$ cat config.mk
export PLATFORM = sky130hd
export DESIGN_NAME = processor_trace_monitor_flat
export DESIGN_NICKNAME = d
export VERILOG_FILES = /design/src/rtl/processor_trace_monitor_if.sv /design/src/rtl/processor_trace_monitor.sv /design/src/flat_wrapper.sv
export SDC_FILE = /design/constraint.sdc
export NUM_CORES = 1
export LEC_CHECK = 0
export ABC_AREA = 1
export BUFFER_PORTS_ARGS = -buffer_cell sky130_fd_sc_hd__buf_2
export CORE_ASPECT_RATIO = 0.8
export CORE_MARGIN = 2
export CORE_UTILIZATION = 40
export DETAILED_ROUTE_END_ITERATION = 10
export MAX_ROUTING_LAYER = met4
export PLACE_DENSITY_LB_ADDON = 0.12
export SETUP_SLACK_MARGIN = 0.2
export SYNTH_ARGS = -nofsm -noshare
export SYNTH_HDL_FRONTEND = slang
export SYNTH_SLANG_ARGS = --single-unit
export TNS_END_PERCENT = 20
$ cat constraint.sdc
create_clock -name Clk -period 23.5 [get_ports Clk]
set_clock_uncertainty 0.15 [all_clocks]
set_input_delay 4.7 -clock Clk [delete_from_list [all_inputs] [get_ports Clk]]
set_output_delay 4.7 -clock Clk [all_outputs]
set_load 0.02 [all_outputs]
$ cat src/rtl/processor_trace_monitor_if.sv
// Trace, control and readout signals of the processor trace monitor.
// The processor/test side is the master; the monitor is the slave.
interface processor_trace_monitor_if #(
   parameter int DATA_W = 32,
   parameter int DEPTH  = 16
);
   localparam int CW = $clog2(DEPTH) + 1;

   logic [DATA_W-1:0] Present_Inst_Addr;
   logic [DATA_W-1:0] Inst;
   logic              Reg_Write;
   logic [4:0]        Dest_Addr;
   logic [DATA_W-1:0] Write_Data;
   logic              Arm;
   logic [1:0]        Trig_Mode;
   logic [DATA_W-1:0] Trig_Addr;
   logic [4:0]        Trig_Reg;
   logic              Rd_Ready;
   logic              Rd_Valid;
   logic [DATA_W-1:0] Rd_PC;
   logic [DATA_W-1:0] Rd_Inst;
   logic [DATA_W-1:0] Rd_Data;
   logic              Rd_Wb;
   logic [4:0]        Rd_Dest;
   logic              Armed;
   logic              Triggered;
   logic              Done;
   logic [CW-1:0]     Entry_Count;
   logic [31:0]       Cycle_Count;

   modport master (
      output Present_Inst_Addr, Inst, Reg_Write, Dest_Addr, Write_Data,
             Arm, Trig_Mode, Trig_Addr, Trig_Reg, Rd_Ready,
      input  Rd_Valid, Rd_PC, Rd_Inst, Rd_Data, Rd_Wb, Rd_Dest,
             Armed, Triggered, Done, Entry_Count, Cycle_Count
   );

   modport slave (
      input  Present_Inst_Addr, Inst, Reg_Write, Dest_Addr, Write_Data,
             Arm, Trig_Mode, Trig_Addr, Trig_Reg, Rd_Ready,
      output Rd_Valid, Rd_PC, Rd_Inst, Rd_Data, Rd_Wb, Rd_Dest,
             Armed, Triggered, Done, Entry_Count, Cycle_Count
   );
endinterface

$ cat src/rtl/processor_trace_monitor.sv
// Circular retirement-trace buffer: arm, trigger, post-trigger capture,
// then oldest-first valid/ready readout of the captured window.
module processor_trace_monitor #(
   parameter int DATA_W    = 32,
   parameter int DEPTH     = 16,
   parameter int POST_TRIG = 4
) (
   input logic                    Clk,
   input logic                    Reset,
   processor_trace_monitor_if.slave bus
);
   localparam int AW = $clog2(DEPTH);
   localparam int CW = AW + 1;

   typedef enum logic [1:0] {IDLE, ARMED, POST, DONE} state_e;

   state_e            state_q, state_d;
   logic [AW-1:0]     wr_ptr_q, wr_ptr_d;
   logic [CW-1:0]     count_q, count_d;
   logic [CW-1:0]     rd_idx_q, rd_idx_d;
   logic [CW-1:0]     post_q, post_d;
   logic [31:0]       cycle_q, cycle_d;
   logic [1:0]        mode_q, mode_d;
   logic              capture, trig_hit, full, rd_valid, rd_fire;
   logic [AW-1:0]     rd_addr;

   logic [DATA_W-1:0] pc_mem   [DEPTH];
   logic [DATA_W-1:0] inst_mem [DEPTH];
   logic [DATA_W-1:0] data_mem [DEPTH];
   logic              wb_mem   [DEPTH];
   logic [4:0]        dest_mem [DEPTH];

   // Once full, the oldest entry sits at the write pointer.
   assign full     = (count_q == CW'(DEPTH));
   assign rd_addr  = (full ? wr_ptr_q : '0) + rd_idx_q[AW-1:0];
   assign rd_valid = (state_q == DONE) && (rd_idx_q != count_q);
   assign rd_fire  = rd_valid && bus.Rd_Ready && !bus.Arm;

   always_comb begin
      // NOTE: every variable gets a default first so no path leaves it unassigned and infers a latch.
      state_d  = state_q;
      wr_ptr_d = wr_ptr_q;
      count_d  = count_q;
      rd_idx_d = rd_idx_q;
      post_d   = post_q;
      cycle_d  = cycle_q;
      mode_d   = mode_q;
      capture  = 1'b0;
      trig_hit = 1'b0;

      case (mode_q)
         2'd0:    trig_hit = (bus.Present_Inst_Addr == bus.Trig_Addr);
         2'd1:    trig_hit = bus.Reg_Write && (bus.Dest_Addr == bus.Trig_Reg);
         2'd2:    trig_hit = (cycle_q == '0);
         default: trig_hit = 1'b0;
      endcase

      if (bus.Arm) begin
         state_d  = ARMED;
         wr_ptr_d = '0;
         count_d  = '0;
         rd_idx_d = '0;
         post_d   = '0;
         cycle_d  = '0;
         mode_d   = bus.Trig_Mode;
      end else begin
         case (state_q)
            ARMED, POST: begin
               capture  = 1'b1;
               wr_ptr_d = wr_ptr_q + AW'(1);
               cycle_d  = cycle_q + 32'd1;
               if (!full) count_d = count_q + CW'(1);
               if (state_q == ARMED) begin
                  if (trig_hit) begin
                     state_d = (POST_TRIG == 0) ? DONE : POST;
                     post_d  = CW'(POST_TRIG);
                  end
               end else begin
                  post_d = post_q - CW'(1);
                  if (post_q == CW'(1)) state_d = DONE;
               end
            end
            DONE: begin
               if (rd_fire) rd_idx_d = rd_idx_q + CW'(1);
            end
            default: ;
         endcase
      end
   end

   // NOTE: state registers use non-blocking assignments so every flop samples pre-edge values.
   always_ff @(posedge Clk or posedge Reset) begin
      if (Reset) begin
         state_q  <= IDLE;
         wr_ptr_q <= '0;
         count_q  <= '0;
         rd_idx_q <= '0;
         post_q   <= '0;
         cycle_q  <= '0;
         mode_q   <= 2'd3;
      end else begin
         state_q  <= state_d;
         wr_ptr_q <= wr_ptr_d;
         count_q  <= count_d;
         rd_idx_q <= rd_idx_d;
         post_q   <= post_d;
         cycle_q  <= cycle_d;
         mode_q   <= mode_d;
      end
   end

   // NOTE: storage is deliberately not reset; Entry_Count and Rd_Valid gate every view of it.
   always_ff @(posedge Clk) begin
      if (capture) begin
         pc_mem[wr_ptr_q]   <= bus.Present_Inst_Addr;
         inst_mem[wr_ptr_q] <= bus.Inst;
         data_mem[wr_ptr_q] <= bus.Write_Data;
         wb_mem[wr_ptr_q]   <= bus.Reg_Write;
         dest_mem[wr_ptr_q] <= bus.Dest_Addr;
      end
   end

   assign bus.Rd_Valid    = rd_valid;
   assign bus.Rd_PC       = rd_valid ? pc_mem[rd_addr]   : '0;
   assign bus.Rd_Inst     = rd_valid ? inst_mem[rd_addr] : '0;
   assign bus.Rd_Data     = rd_valid ? data_mem[rd_addr] : '0;
   assign bus.Rd_Wb       = rd_valid ? wb_mem[rd_addr]   : 1'b0;
   assign bus.Rd_Dest     = rd_valid ? dest_mem[rd_addr] : '0;
   assign bus.Armed       = (state_q == ARMED);
   assign bus.Triggered   = (state_q == POST) || (state_q == DONE);
   assign bus.Done        = (state_q == DONE);
   assign bus.Entry_Count = count_q;
   assign bus.Cycle_Count = cycle_q;
endmodule

$ cat src/flat_wrapper.sv
// flat-port wrapper written by rule: the top's interface ports become plain ports
module processor_trace_monitor_flat 
#(
   parameter int DATA_W    = 32,
   parameter int DEPTH     = 16,
   parameter int POST_TRIG = 4
)
  (Clk, Reset, bus_Present_Inst_Addr, bus_Inst, bus_Reg_Write, bus_Dest_Addr, bus_Write_Data, bus_Arm, bus_Trig_Mode, bus_Trig_Addr, bus_Trig_Reg, bus_Rd_Ready, bus_Rd_Valid, bus_Rd_PC, bus_Rd_Inst, bus_Rd_Data, bus_Rd_Wb, bus_Rd_Dest, bus_Armed, bus_Triggered, bus_Done, bus_Entry_Count, bus_Cycle_Count);
  processor_trace_monitor_if #(.DATA_W(DATA_W), .DEPTH(DEPTH)) bus_i ();
  input logic Clk;
  input logic Reset;
  input wire logic [$bits(bus_i.Present_Inst_Addr)-1:0] bus_Present_Inst_Addr;
  input wire logic [$bits(bus_i.Inst)-1:0] bus_Inst;
  input wire logic [$bits(bus_i.Reg_Write)-1:0] bus_Reg_Write;
  input wire logic [$bits(bus_i.Dest_Addr)-1:0] bus_Dest_Addr;
  input wire logic [$bits(bus_i.Write_Data)-1:0] bus_Write_Data;
  input wire logic [$bits(bus_i.Arm)-1:0] bus_Arm;
  input wire logic [$bits(bus_i.Trig_Mode)-1:0] bus_Trig_Mode;
  input wire logic [$bits(bus_i.Trig_Addr)-1:0] bus_Trig_Addr;
  input wire logic [$bits(bus_i.Trig_Reg)-1:0] bus_Trig_Reg;
  input wire logic [$bits(bus_i.Rd_Ready)-1:0] bus_Rd_Ready;
  output wire logic [$bits(bus_i.Rd_Valid)-1:0] bus_Rd_Valid;
  output wire logic [$bits(bus_i.Rd_PC)-1:0] bus_Rd_PC;
  output wire logic [$bits(bus_i.Rd_Inst)-1:0] bus_Rd_Inst;
  output wire logic [$bits(bus_i.Rd_Data)-1:0] bus_Rd_Data;
  output wire logic [$bits(bus_i.Rd_Wb)-1:0] bus_Rd_Wb;
  output wire logic [$bits(bus_i.Rd_Dest)-1:0] bus_Rd_Dest;
  output wire logic [$bits(bus_i.Armed)-1:0] bus_Armed;
  output wire logic [$bits(bus_i.Triggered)-1:0] bus_Triggered;
  output wire logic [$bits(bus_i.Done)-1:0] bus_Done;
  output wire logic [$bits(bus_i.Entry_Count)-1:0] bus_Entry_Count;
  output wire logic [$bits(bus_i.Cycle_Count)-1:0] bus_Cycle_Count;
  assign bus_i.Present_Inst_Addr = bus_Present_Inst_Addr;
  assign bus_i.Inst = bus_Inst;
  assign bus_i.Reg_Write = bus_Reg_Write;
  assign bus_i.Dest_Addr = bus_Dest_Addr;
  assign bus_i.Write_Data = bus_Write_Data;
  assign bus_i.Arm = bus_Arm;
  assign bus_i.Trig_Mode = bus_Trig_Mode;
  assign bus_i.Trig_Addr = bus_Trig_Addr;
  assign bus_i.Trig_Reg = bus_Trig_Reg;
  assign bus_i.Rd_Ready = bus_Rd_Ready;
  assign bus_Rd_Valid = bus_i.Rd_Valid;
  assign bus_Rd_PC = bus_i.Rd_PC;
  assign bus_Rd_Inst = bus_i.Rd_Inst;
  assign bus_Rd_Data = bus_i.Rd_Data;
  assign bus_Rd_Wb = bus_i.Rd_Wb;
  assign bus_Rd_Dest = bus_i.Rd_Dest;
  assign bus_Armed = bus_i.Armed;
  assign bus_Triggered = bus_i.Triggered;
  assign bus_Done = bus_i.Done;
  assign bus_Entry_Count = bus_i.Entry_Count;
  assign bus_Cycle_Count = bus_i.Cycle_Count;
  processor_trace_monitor #(.DATA_W(DATA_W), .DEPTH(DEPTH), .POST_TRIG(POST_TRIG)) u_core (.Clk(Clk), .Reset(Reset), .bus(bus_i));
endmodule
==> reports/metrics.csv <==
stage,metric,value,unit
worst_hold_path,hold_path_class,reg -> reg,
timing,setup_tns,0,ns
placement,place_ws,12.02,ns
cts,ctsResizeCount,0,
synth,synth_top_family_by_area,compound AO/OA/AOI/OAI gates,
placement,place_area,73110,um2
global_route,grt_antenna_before_repair,17,
placement,place_congestion,0.7702,
status,status,"finished, final reports clean",
global_route,grt_pass1_vias,40314,
power,seqPwrFrac,0.486,
floorplan,die-area,177100,um2
route,antenna_left,0,
global_route,grt_usage,0.2076,
synth,synth-compound-area-share,0.08160,
setup_path,path_max_fanout,197,
setup_path,startpoint_type,flip-flop,
route,via_count,41862,
synth,syn_area_per_cell,12.98,um2
placement,dpl.hpwl,83580,um
route,first_pass_iters,5,
placement,place_inst,7657,
timing,worstMarginPinSlew,1.187,ns
synth,yosysMostFrequentCell,edfxtp_1,
synth,synth-simple-area-share,0.07924,
setup_path,path_class,reg -> out,
timing,rsz0062_at_grt,false,
synth,synthXorXnorAreaFrac,0.002736,
floorplan,start_util,0.4036,
cells_and_area,utilization,0.4557,
synth,synthTopCellsByArea,"edfxtp_1, mux2i_1, nand2_1, o21ai_0, nand3_1",
cts,clockBufferDepth,3,
global_route,grt_pass1_wl,267500,um
synth,synth_top_area_cell,edfxtp_1,
job,drv_cap,0,
cts,holdBufCountCts,0,
cts,cts_tree,yes,
synth,synth_adder_area_share,0.003348,
timing,fmax,0.08076,GHz
synth,synth_area,69510,um2
cells_and_area,postLayoutCellArea,78470,um2
cts,clock-sinks,1687,
floorplan,coreArea,172200,um2
timing,fin_crit,12.38,ns
timing,fin_ws,11.12,ns
floorplan,die_y,376.9,um
route,drt_iter0_drc,3542,
floorplan,row_count,136,
route,vias_per_cell,5.248,
setup_path,endpoint_kind,output port,
synth,ys_async_sr_fraction,0.03260,
timing,slew_viol_final,0,
cts,cts_root_buffer,clkbuf_16,
power,clkPwrFrac,0.369,
power,p_per_area,90.60,nW/um2
synth,syn_nets,5518,
synth,netlist.area_leader.share,0.7050,
power,switchingPower,1.904,mW
power,peakVddDrop,73.18,uV
synth,synth-main-ff-cell,edfxtp_1,
synth,synth-seq-area-share,0.7249,
global_route,grt_start_max_net_pins,198,
placement,io_buffers,287,
synth,synth-seq-cells,1687,
power,power.leakage,28.43,nW
cells_and_area,fin_cells,7977,
timing,slew_headroom,0.2088,
synth,synthDistinctLibCells,38,
power,combPwrFrac,0.145,
cts,numCtsBuffers,173,
cells_and_area,layout.nets,5718,
cts,clk_latency,0.78,ns
route,wl,181600,um
timing,timing.hold.ws,0.3416,ns
cells_and_area,drive_gt1_frac,0.1032,
synth,synthTopCellsByCount,"edfxtp_1, nand2_1, inv_1",
cts,cts_setup_buffers,0,
synth,synthMuxAreaShare,0.05875,
floorplan,die_x,470.1,um
route,remaining_drc_errors,0,
setup_path,arrival,7.53,ns
cells_and_area,syn_to_final_growth,12.89,%
synth,synthCells,5355,
power,p_total,7.110,mW
synth,yosys_warnings,0,
route,wl_per_cell,22.76,um
cts,clkTransAtPathRegs,0.06,ns
synth,synth_edf_count,1632,
timing,setup_viol,0,
power,switching_share,0.2679,
global_route,overflow,0,
timing,fin_crit_sh,0.5269,
power,p_int,5.205,mW
cts,h-tree-depth,4,
setup_path,crit_required,18.65,ns
timing,hold_viol,0,
floorplan,pin_count,288,
## final cells by class
cell class / instances / area [um2]
multi-input combinational: 2829 / 15830
antenna: 12 / 30.03
timing repair buffer: 339 / 2052
sequential: 1687 / 50390
tap: 2277 / 2849
inverter: 525 / 1991
clock buffer: 228 / 4619
clock inverter: 80 / 709.4
fill: 15548 / 93740
## path summary, 6_finish.rpt
path                       slack [ns]  cells past startpoint                        end                      start
min in group asynchronous        3.96                      3  u_core.bus.Cycle_Count[6]                      Reset
min reg2reg                      0.34                      2           u_core.post_q[4]           u_core.post_q[4]
max reg2reg                     19.31                      6     u_core.data_mem[8][27]          u_core.state_q[0]
max                             11.12                     18             bus_Rd_Inst[4]  u_core.bus.Entry_Count[1]
max in group asynchronous       18.73                      3         u_core.rd_idx_q[2]                      Reset
min                              0.34                      2           u_core.post_q[4]           u_core.post_q[4]
## power groups by stage
stage          Clock, mW  Sequential, mW  Combinational [mW]
4_1_cts             2.69            3.46                1.05
3_5_place_dp           0            3.52                1.04
5_1_grt             2.80            3.47                1.15
2_1_floorplan          0            3.54               0.688
3_3_place_gp           0            3.52                1.04
6_report            2.62            3.46                1.03
## logic make-up (layout without fill, tap and decap cells)
family                     after synthesis  in the layout
AOI/OAI and AO/OA                     1103           1103
xor gates and xnor gates                20             20
adders and majority gates               18             18
buffers and inverters                  839           1172
DFF                                   1687           1687
muxes                                  408            408
other                                    0             12
and+or+nand+nor                       1280           1280
## flip-flops by register name, indices dropped and copies added (netlist names)
signal / flops
u_core.pc_mem: 512
u_core.mode_q: 2
u_core.wb_mem: 16
u_core.wr_ptr_q: 4
u_core.rd_idx_q: 5
u_core.bus.Entry_Count: 5
u_core.post_q: 5
u_core.state_q: 2
u_core.bus.Cycle_Count: 32
u_core.data_mem: 512
u_core.inst_mem: 512
u_core.dest_mem: 80
## critical path, cell delays in order, from the launching register on
cell and delay [ns]:
dfrtp_1 0.43, inv_1 0.11, ha_1 0.15, nand2_1 0.06, nor3_2 0.17, inv_1 0.13, nor2_1 0.20, ha_4 0.67
buf_4 0.82, buf_12 0.70, buf_4 0.94, buf_4 0.90, mux2i_1 0.17, nand2_1 0.10, nand3_1 0.09, nand2_1 0.10
o21ai_1 0.08, a31oi_1 0.38, buf_2 0.24
## layer usage
layer | global-route usage | part of all wire | wire (um) | vias up
met5 | - | 0 | 0 | -
met1 | 0.3012 | 0.49 | 88220 | 20920
met4 | 0.05046 | 0.020 | 3691 | 0
met3 | 0.03293 | 0.049 | 8937 | 216
li1 | - | - | - | 19751
met2 | 0.3061 | 0.44 | 80740 | 975
## cells in the final DEF, fill, tap and decap left out, drive strengths merged, types with 2 or more instances in the layout
cell type     n
diode        12
a31oi       105
xor2          8
edfxtp     1632
bufinv        9
o22ai         3
ha           17
dfstp         2
inv         528
mux2i       408
buf         339
nand4        25
clkinvlp      2
nor2         85
nand3       448
a21oi       431
nor3         20
clkbuf      228
dfrtp        53
clkinv       66
xnor2        12
o21ai       558
nor4          6
or2           4
o21a          2
nand2       685
nor3b         4
nand3b        2
No activity file was read; power rests on OpenSTA's default activity.
